### config.mk
export PLATFORM = sky130hd
export DESIGN_NAME = reg_wr_queue
export DESIGN_NICKNAME = d
export VERILOG_FILES = /design/src/rtl/reg_wr_queue.sv
export SDC_FILE = /design/constraint.sdc
export NUM_CORES = 1
export LEC_CHECK = 0
export ABC_CLOCK_PERIOD_IN_PS = 3320
export BUFFER_PORTS_ARGS = -buffer_cell sky130_fd_sc_hd__buf_4
export CAP_MARGIN = 20
export CORE_UTILIZATION = 60
export CTS_BUF_LIST = sky130_fd_sc_hd__clkbuf_2 sky130_fd_sc_hd__clkbuf_4 sky130_fd_sc_hd__clkbuf_8
export DETAILED_ROUTE_END_ITERATION = 7
export HOLD_SLACK_MARGIN = 0.12
export PLACE_DENSITY = 0.82
export SETUP_SLACK_MARGIN = 0.5
export SYNTH_ARGS = -nofsm -noshare
export SYNTH_HDL_FRONTEND = slang
export SYNTH_SLANG_ARGS = --single-unit
### constraint.sdc
create_clock -name clk -period 3.32 [get_ports clk]
set_clock_uncertainty 0.1 [all_clocks]
set_input_delay 0 -clock clk [delete_from_list [all_inputs] [get_ports clk]]
set_output_delay 0 -clock clk [all_outputs]
set_load 0.005 [all_outputs]
### src/rtl/reg_wr_queue.sv
// reg_wr_queue: small in-order FIFO between a register-write requester and a
// register bank. Accepted requests are issued one per cycle as a registered
// write strobe with matching address/data and a clock-gate enable.
// Optional feature: define REG_WR_QUEUE_ADDRCHECK_EN to drop requests whose
// address is not one of ADDR_RED/ADDR_BLUE/ADDR_GREEN and count the drops.
module reg_wr_queue #(
  parameter int unsigned DEPTH      = 4,
  parameter int unsigned ADDR_W     = 16,
  parameter int unsigned DATA_W     = 32,
  parameter int unsigned ADDR_RED   = 123,
  parameter int unsigned ADDR_BLUE  = 456,
  parameter int unsigned ADDR_GREEN = 789
) (
  input  logic              clk,
  input  logic              rst,
  input  logic              i_valid,
  output logic              o_ready,
  input  logic [ADDR_W-1:0] i_addr,
  input  logic [DATA_W-1:0] i_data,
  input  logic              i_stall,
  input  logic              i_flush,
  output logic              o_write,
  output logic [ADDR_W-1:0] o_addr,
  output logic [DATA_W-1:0] o_data,
  output logic              o_clkgate,
  output logic [7:0]        o_nDropped
);

  localparam int unsigned PW = $clog2(DEPTH);
  localparam int unsigned CW = PW + 1;

  logic [ADDR_W+DATA_W-1:0] r_mem [DEPTH];
  logic [PW-1:0]            r_wr_ptr;
  logic [PW-1:0]            r_rd_ptr;
  logic [CW-1:0]            r_count;
  logic                     r_write;
  logic [ADDR_W-1:0]        r_addr;
  logic [DATA_W-1:0]        r_data;

  logic w_handshake;
  logic w_addr_ok;
  logic w_push;
  logic w_pop;

  // Ready depends only on the stored occupancy, never on i_valid.
  assign o_ready     = (r_count < CW'(DEPTH));
  assign w_handshake = i_valid && o_ready && !i_flush;
  assign w_push      = w_handshake && w_addr_ok;
  assign w_pop       = (r_count != '0) && !i_stall && !i_flush;

  assign o_write   = r_write;
  assign o_clkgate = r_write;
  assign o_addr    = r_addr;
  assign o_data    = r_data;

`ifdef REG_WR_QUEUE_ADDRCHECK_EN
  logic [7:0] r_dropped;

  assign w_addr_ok = (i_addr == ADDR_W'(ADDR_RED))  ||
                     (i_addr == ADDR_W'(ADDR_BLUE)) ||
                     (i_addr == ADDR_W'(ADDR_GREEN));
  assign o_nDropped = r_dropped;

  // Count consumed-but-rejected requests, saturating at 255.
  always_ff @(posedge clk or posedge rst) begin
    if (rst) begin
      r_dropped <= '0;
    end else if (w_handshake && !w_addr_ok && (r_dropped != '1)) begin
      r_dropped <= r_dropped + 8'd1;
    end
  end
`else
  assign w_addr_ok  = 1'b1;
  assign o_nDropped = '0;
`endif

  // Entry storage; contents are don't-care until pushed, so no reset.
  always_ff @(posedge clk) begin
    if (w_push) begin
      r_mem[r_wr_ptr] <= {i_addr, i_data};
    end
  end

  // Queue pointers, occupancy and the registered issue port.
  always_ff @(posedge clk or posedge rst) begin
    if (rst) begin
      r_wr_ptr <= '0;
      r_rd_ptr <= '0;
      r_count  <= '0;
      r_write  <= 1'b0;
      r_addr   <= '0;
      r_data   <= '0;
    end else if (i_flush) begin
      // Address/data keep their last issued values across a flush.
      r_wr_ptr <= '0;
      r_rd_ptr <= '0;
      r_count  <= '0;
      r_write  <= 1'b0;
    end else begin
      if (w_push) begin
        r_wr_ptr <= r_wr_ptr + 1'b1;
      end
      if (w_pop) begin
        r_rd_ptr <= r_rd_ptr + 1'b1;
        r_write  <= 1'b1;
        {r_addr, r_data} <= r_mem[r_rd_ptr];
      end else begin
        r_write <= 1'b0;
      end
      case ({w_push, w_pop})
        2'b10:   r_count <= r_count + 1'b1;
        2'b01:   r_count <= r_count - 1'b1;
        default: r_count <= r_count;
      endcase
    end
  end

endmodule

**Yosys cells after proc, flatten, opt, wreduce, memory -nomap -nowiden**

Memories as Yosys holds them, arrays and structs flattened. A register that Yosys moved wholly into a read port is not among the register bits.
Index checks and enable logic that the tools add are counted.

- $add $sub $neg: 4
- Order comparisons: 1
- Eq/ne operators: 2
- Muxes and demuxes: 10
- Bitwise logic cells: 1
- Reductions and logical operators: 11

Operators by type and width:

| kind | count |
|---|---|
| $mux 2 | 4 |
| $pmux 3 s2 | 1 |
| $reduce_bool 3->1 | 2 |
| $add 2x1->2 const B | 2 |
| $logic_and 1x1->1 | 4 |
| $mux 1 | 4 |
| $reduce_bool 2->1 | 2 |
| $add 3x1->3 const B | 1 |
| $lt 3x3->1 const B | 1 |
| $mux 3 | 1 |
| $sub 3x1->3 const B | 1 |
| $eq 2x1->1 const B | 1 |
| $eq 2x2->1 const B | 1 |
| $logic_not 1->1 | 2 |
| $reduce_and 2->1 | 1 |
| $not 1->1 | 1 |

- Flip-flop bits (word level): 8
- Bits in writable memories: 192
- Input bits: 53
- Output and inout port bits: 59
- Word-level logic and storage cells: 34
- Memories kept: 1

Memories:

| name | words | bits a word | read ports | clocked after Yosys merged registers in | write ports | line | text |
|---|---|---|---|---|---|---|---|
| r_mem | 4 | 48 | 1 | 1 | 1 | 32 | `logic [ADDR_W+DATA_W-1:0] r_mem [DEPTH];` |

**Depth between registers and ports, before layout**

- Depth in word-level cells: 6
- Depth in mapped cells: 6
- Mapped depth without buffers: 6

**Worst setup path after synthesis**

No wires, ideal clock.

- Path type: reg2reg
- Start: reg r_count[2]
- End: mem r_mem[0][0] in the netlist's numbering, enable pin
- Library setup time: 411 ps
- Arrival time: 1953 ps
- Data required time: 2809 ps
- Setup slack: 856 ps
- Cell stages (with the launch flop): 4
- Path buffers: 0
- Clock period less this slack: 2464 ps
- Cell sequence: dfrtp_1 -> nand2b_1 -> nor2_1 -> and2_1

- Word-level cells in the longest chain between the ends: 5

Ends and longest elaborated chain:

| element | line | text |
|---|---|---|
| start, declared | 35 | `logic [CW-1:0] r_count;` |
| start signal, assigned | 111 | `2'b10: r_count <= r_count + 1'b1;` |
| start signal, assigned | 112 | `2'b01: r_count <= r_count - 1'b1;` |
| start signal, assigned | 113 | `default: r_count <= r_count;` |
| $lt 3x3->1 | 46 | `assign o_ready = (r_count < CW'(DEPTH));` |
| $logic_and 1x1->1 (2 in a row) | 47 | `assign w_handshake = i_valid && o_ready && !i_flush;` |
| $mux 1 | 79 | `if (w_push) begin` |
| $mux 1 (not written as such) | 80 | `r_mem[r_wr_ptr] <= {i_addr, i_data};` |
| end, declared | 32 |  |

No other way between the ends.

**Final worst setup path**

- Start: reg r_count[2]
- End: reg r_addr[12] (netlist: o_addr[12])

- Word-level cells in the longest chain between the ends: 4

Ends and longest elaborated chain:

| element | line | text |
|---|---|---|
| $reduce_bool 3->1 | 49 | `assign w_pop = (r_count != '0) && !i_stall && !i_flush;` |
| $logic_and 1x1->1 (2 in a row) | 49 |  |
| $reduce_and 2->1 (no line) | - |  |
| end signal, assigned | 106 | `{r_addr, r_data} <= r_mem[r_rd_ptr];` |
| end, declared | 37 | `logic [ADDR_W-1:0] r_addr;` |

No other way between the ends.
A chain may end at the register's enable or synchronous reset.

==> results.txt <==
The flow ran to the end, and the final reports show no timing, DRC or antenna violations. The number of cells on the critical path is 4. The first TritonRoute pass finished after 4 iterations. The total congestion overflow is 0.

The area of the die is 0.01603 mm2. TritonCTS built the clock tree. The cell sitting at the root of the clock tree is a clkbuf_8. The dominant delay contributor by cell family on the critical path is simple AND/OR/NAND/NOR gates.

The number of cells on the worst reg-to-reg path is 4. Measured along the y axis, the die boundary spans 126.6 um. The number of max-slew violations in the final report is 0. The total routing resource utilization after global routing came out at 24.08%. The total half-perimeter wirelength after legalization and detailed placement came out at 9675 um.

The critical path goes through nor3_2, or3_2, buf_4, mux2_2. The via count of the first global-routing pass is 5321. The part of the Yosys area used for sequential elements is 76.92%. The number of inserted diodes came out at 0.

The headroom to the max-slew limit came out at 52.56%. The maximum clock frequency came out at 416.3 MHz. The initial antenna violation count came out at 0. In this run the worst path has a maximum fanout of 20. The commonest cells after synthesis are edfxtp_1, dfrtp_1, mux4_2. The wire length of the first global-routing pass is 28500 um. The number of synthesis warnings came out at 0. At the end of routability-driven placement, the weighted congestion stood at 0.6889. The number of clock sinks is 248. The site row count came out at 45. The maximum root-to-sink buffer count is 3. The slew of the pin with the lowest slew margin came out at 0.7106 ns. The gate count after technology mapping is 424. Summed over all instances, the cell type with the most area after synthesis is edfxtp_1.

The beginning of the critical path is r_count[2]$_DFFE_PP0P_. The top cell type by area accounts for 61.88% of the synthesized area. The number of top-level pins is 112. Summed over all cells, the static leakage comes to 4.501 nW. Setup repair after global routing left no endpoint under its margin. The number of instances in the placed design is 704. The starting density of the core is 61.29%.

The classification of the worst-slack hold path is in -> reg. The final setup violation count is 0. The fill cell total of the finished layout came out at 751. The worst hold path stage count is 2.

The detailed router placed 4863 vias in this run. The instance area after placement is 0.01032 mm2. The worst setup path is launched from a flop. The termination of the worst setup path is o_addr[12]$_DFFE_PP0P_. The total wire length after detailed routing is 17830 um.

The multi-input gate area in the final layout is 0.001996 mm2. Synthesis inferred 248 register bits. In the final routed layout, each cell accounts on average for 20.38 um. Summing every instance area after synthesis gives 0.009318 mm2. The net total in the final layout came out at 714. The worst register-to-register path begins at r_count[2]$_DFFE_PP0P_. In this design, the stage delay of the slowest critical-path cell is 0.60 ns. The non-filler instance count after layout is 875. The count of routing violations after the opening detailed-route iteration is 282. Among all stages on the critical path, the largest delay is contributed by or3_2. In this run, CTS created clock tree buffers numbering 39. The port buffer count came out at 103.

The total power per unit cell area is 650.9 mW/mm2. After routing the design area is 0.01217 mm2. The later pin in the worst-skew pair is clocked with a latency of 0.54 ns.

In the synthesized netlist the async set-or-reset flop fraction comes to 22.58%. The post-route DRC violation count came out at 0. The design draws 7.922 mW. The count of nets left with antenna violations once routing finished came out at 0.

The most used flip-flop cell after synthesis is edfxtp_1. The floorplan core area is 0.01520 mm2. Dividing the detail-routed via count by the number of cells gives 5.558. The endpoint of the lowest-slack register-to-register path is o_addr[12]$_DFFE_PP0P_. The share of the clock period used by the worst path after layout is 72.35%. The number of buffers and inverters on the critical path came out at 1. Yosys instantiated no cell more often than edfxtp_1. The pre-CTS worst setup slack is 0.9148 ns. The summed negative setup slack over all endpoints is 0 ns. The level count of the clock H-tree came out at 2. Clock-pin slew was measured on the worst setup and hold paths at 0.06 ns. The worst path setup slack after routing came out at 0.9179 ns. The die span in x is 126.6 um. The pin count of the biggest net entering global routing came out at 52.

The number of hold-slack violations in the final timing report came out at 0. Setup slack on the worst reg-to-reg path comes out at 0.92 ns. The count of cell types in the netlist came out at 31.

The average footprint of a synthesized cell is 21.98 um2. The minimum clock period is 2.402 ns. The area growth from synthesis to layout is 30.62%. The share of cells above drive strength 1 came out at 41.92%. The path type of the worst setup path is reg -> reg.

The worst path required time is 3.64 ns. Yosys attributes the largest share of cell area to edfxtp_1, dfrtp_1, mux4_2. STA classifies the critical path endpoint as a flop. The beginning of the worst hold path is i_data[6]. The synthesized design contains 192 enable-type register cells. The register cell area after layout came out at 0.007172 mm2. The number of maximum-capacitance violations came out at 0. The maximum VDD drop is 0.4938 mV.

The data arrival time at the worst-slack endpoint came out at 2.72 ns.
## layout by cell type, fill, tap and decap left out, types with 3 or more instances in the layout
cell           synthesis  layout
and2_2                 0       4
dlygate4sd3_1          0      98
edfxtp_1             192     192
a21oi_1                5       5
clkinvlp_4             0       3
nand2_1                3       3
mux4_2                48      48
mux2_4                 9       9
clkinv_1               0       3
ha_1                   4       4
clkbuf_4               0      12
o21ai_0                3       3
clkinv_2               0       7
buf_12                 0       4
buf_4                  9     109
dfrtp_1               56      54
clkbuf_8               0      45
mux2_2                39      39
inv_1                  6       5
conb_1                 1       8
nor2_1                 6       6
xnor2_1                3       3
## timing repair
action,4_1_cts,5_1_grt
hold buffers,98,0
setup buffers,0,0
gates resized for setup,0,0
endpoints found under the setup margin,0,0
endpoints found under the hold margin,227,0
## worst reg2reg max path, delay by kind of cell, from the launching register on
kind	cells	cell delay (ns)
muxes	1	0.39
DFF	1	0.46
buffers and inverters	1	0.40
and+or+nand+nor	2	0.95
## cell families after synthesis
kind of cell | count (synthesis) | synth area share [%]
flops | 248 | 76.92
mux | 96 | 17.77
buf+inv | 34 | 2.014
simple gates | 25 | 1.477
compound gates | 12 | 0.7520
fa+ha+maj | 5 | 0.7520
xor+xnor | 3 | 0.2820
other cells | 1 | 0.04025
## flip-flops by register name (all words and copies together) (netlist names)
name,cells
r_count,3
o_data,32
r_wr_ptr,2
o_clkgate,1
r_rd_ptr,2
r_mem,192
o_addr,16
## worst min-delay path by stage
| stage | to |
|---|---|
| after floorplan | r_mem[0][0]$_DFFE_PP_ |
| after global placement | o_addr[8]$_DFFE_PP0P_ |
| after detailed placement | o_addr[8]$_DFFE_PP0P_ |
| after CTS | r_mem[0][35]$_DFFE_PP_ |
| after global routing | r_mem[0][6]$_DFFE_PP_ |
| final | r_mem[1][6]$_DFFE_PP_ |
## layout make-up
cell class	count	share of cell area [%]
well taps	188	1.933
clock inverters	15	1.059
clock buffers	57	5.829
inverters	6	0.1851
repair buffers	212	15.67
multi-input cells	149	16.40
flip-flops and latches	248	58.93
## per-layer routing
layer | GRT usage [%] | share of wire (%) | routed length (um)
met1 | 30.96 | 41 | 7358
met2 | 41.18 | 52 | 9220
met3 | 5.399 | 5.1 | 917
met4 | 8.079 | 1.9 | 338
met5 | 0 | 0 | 0
## report_power, final
group          internal [mW]  switching (mW)  leakage, nW
Sequential              3.73           0.244         2.42
Clock                   1.54            1.14        0.440
Combinational          0.841           0.433         1.64
## per-stage QoR
stage | hold WS (ns) | utilization [%]
after floorplan | -0.001131 | -
after global placement | 0.06981 | 67.91
after detailed placement | 0.08541 | 67.91
after CTS | 0.1218 | 79.88
after global routing | 0.1322 | 80.06
final | 0.1417 | 80.06
Note: power is estimated with default switching activity, not from simulation.
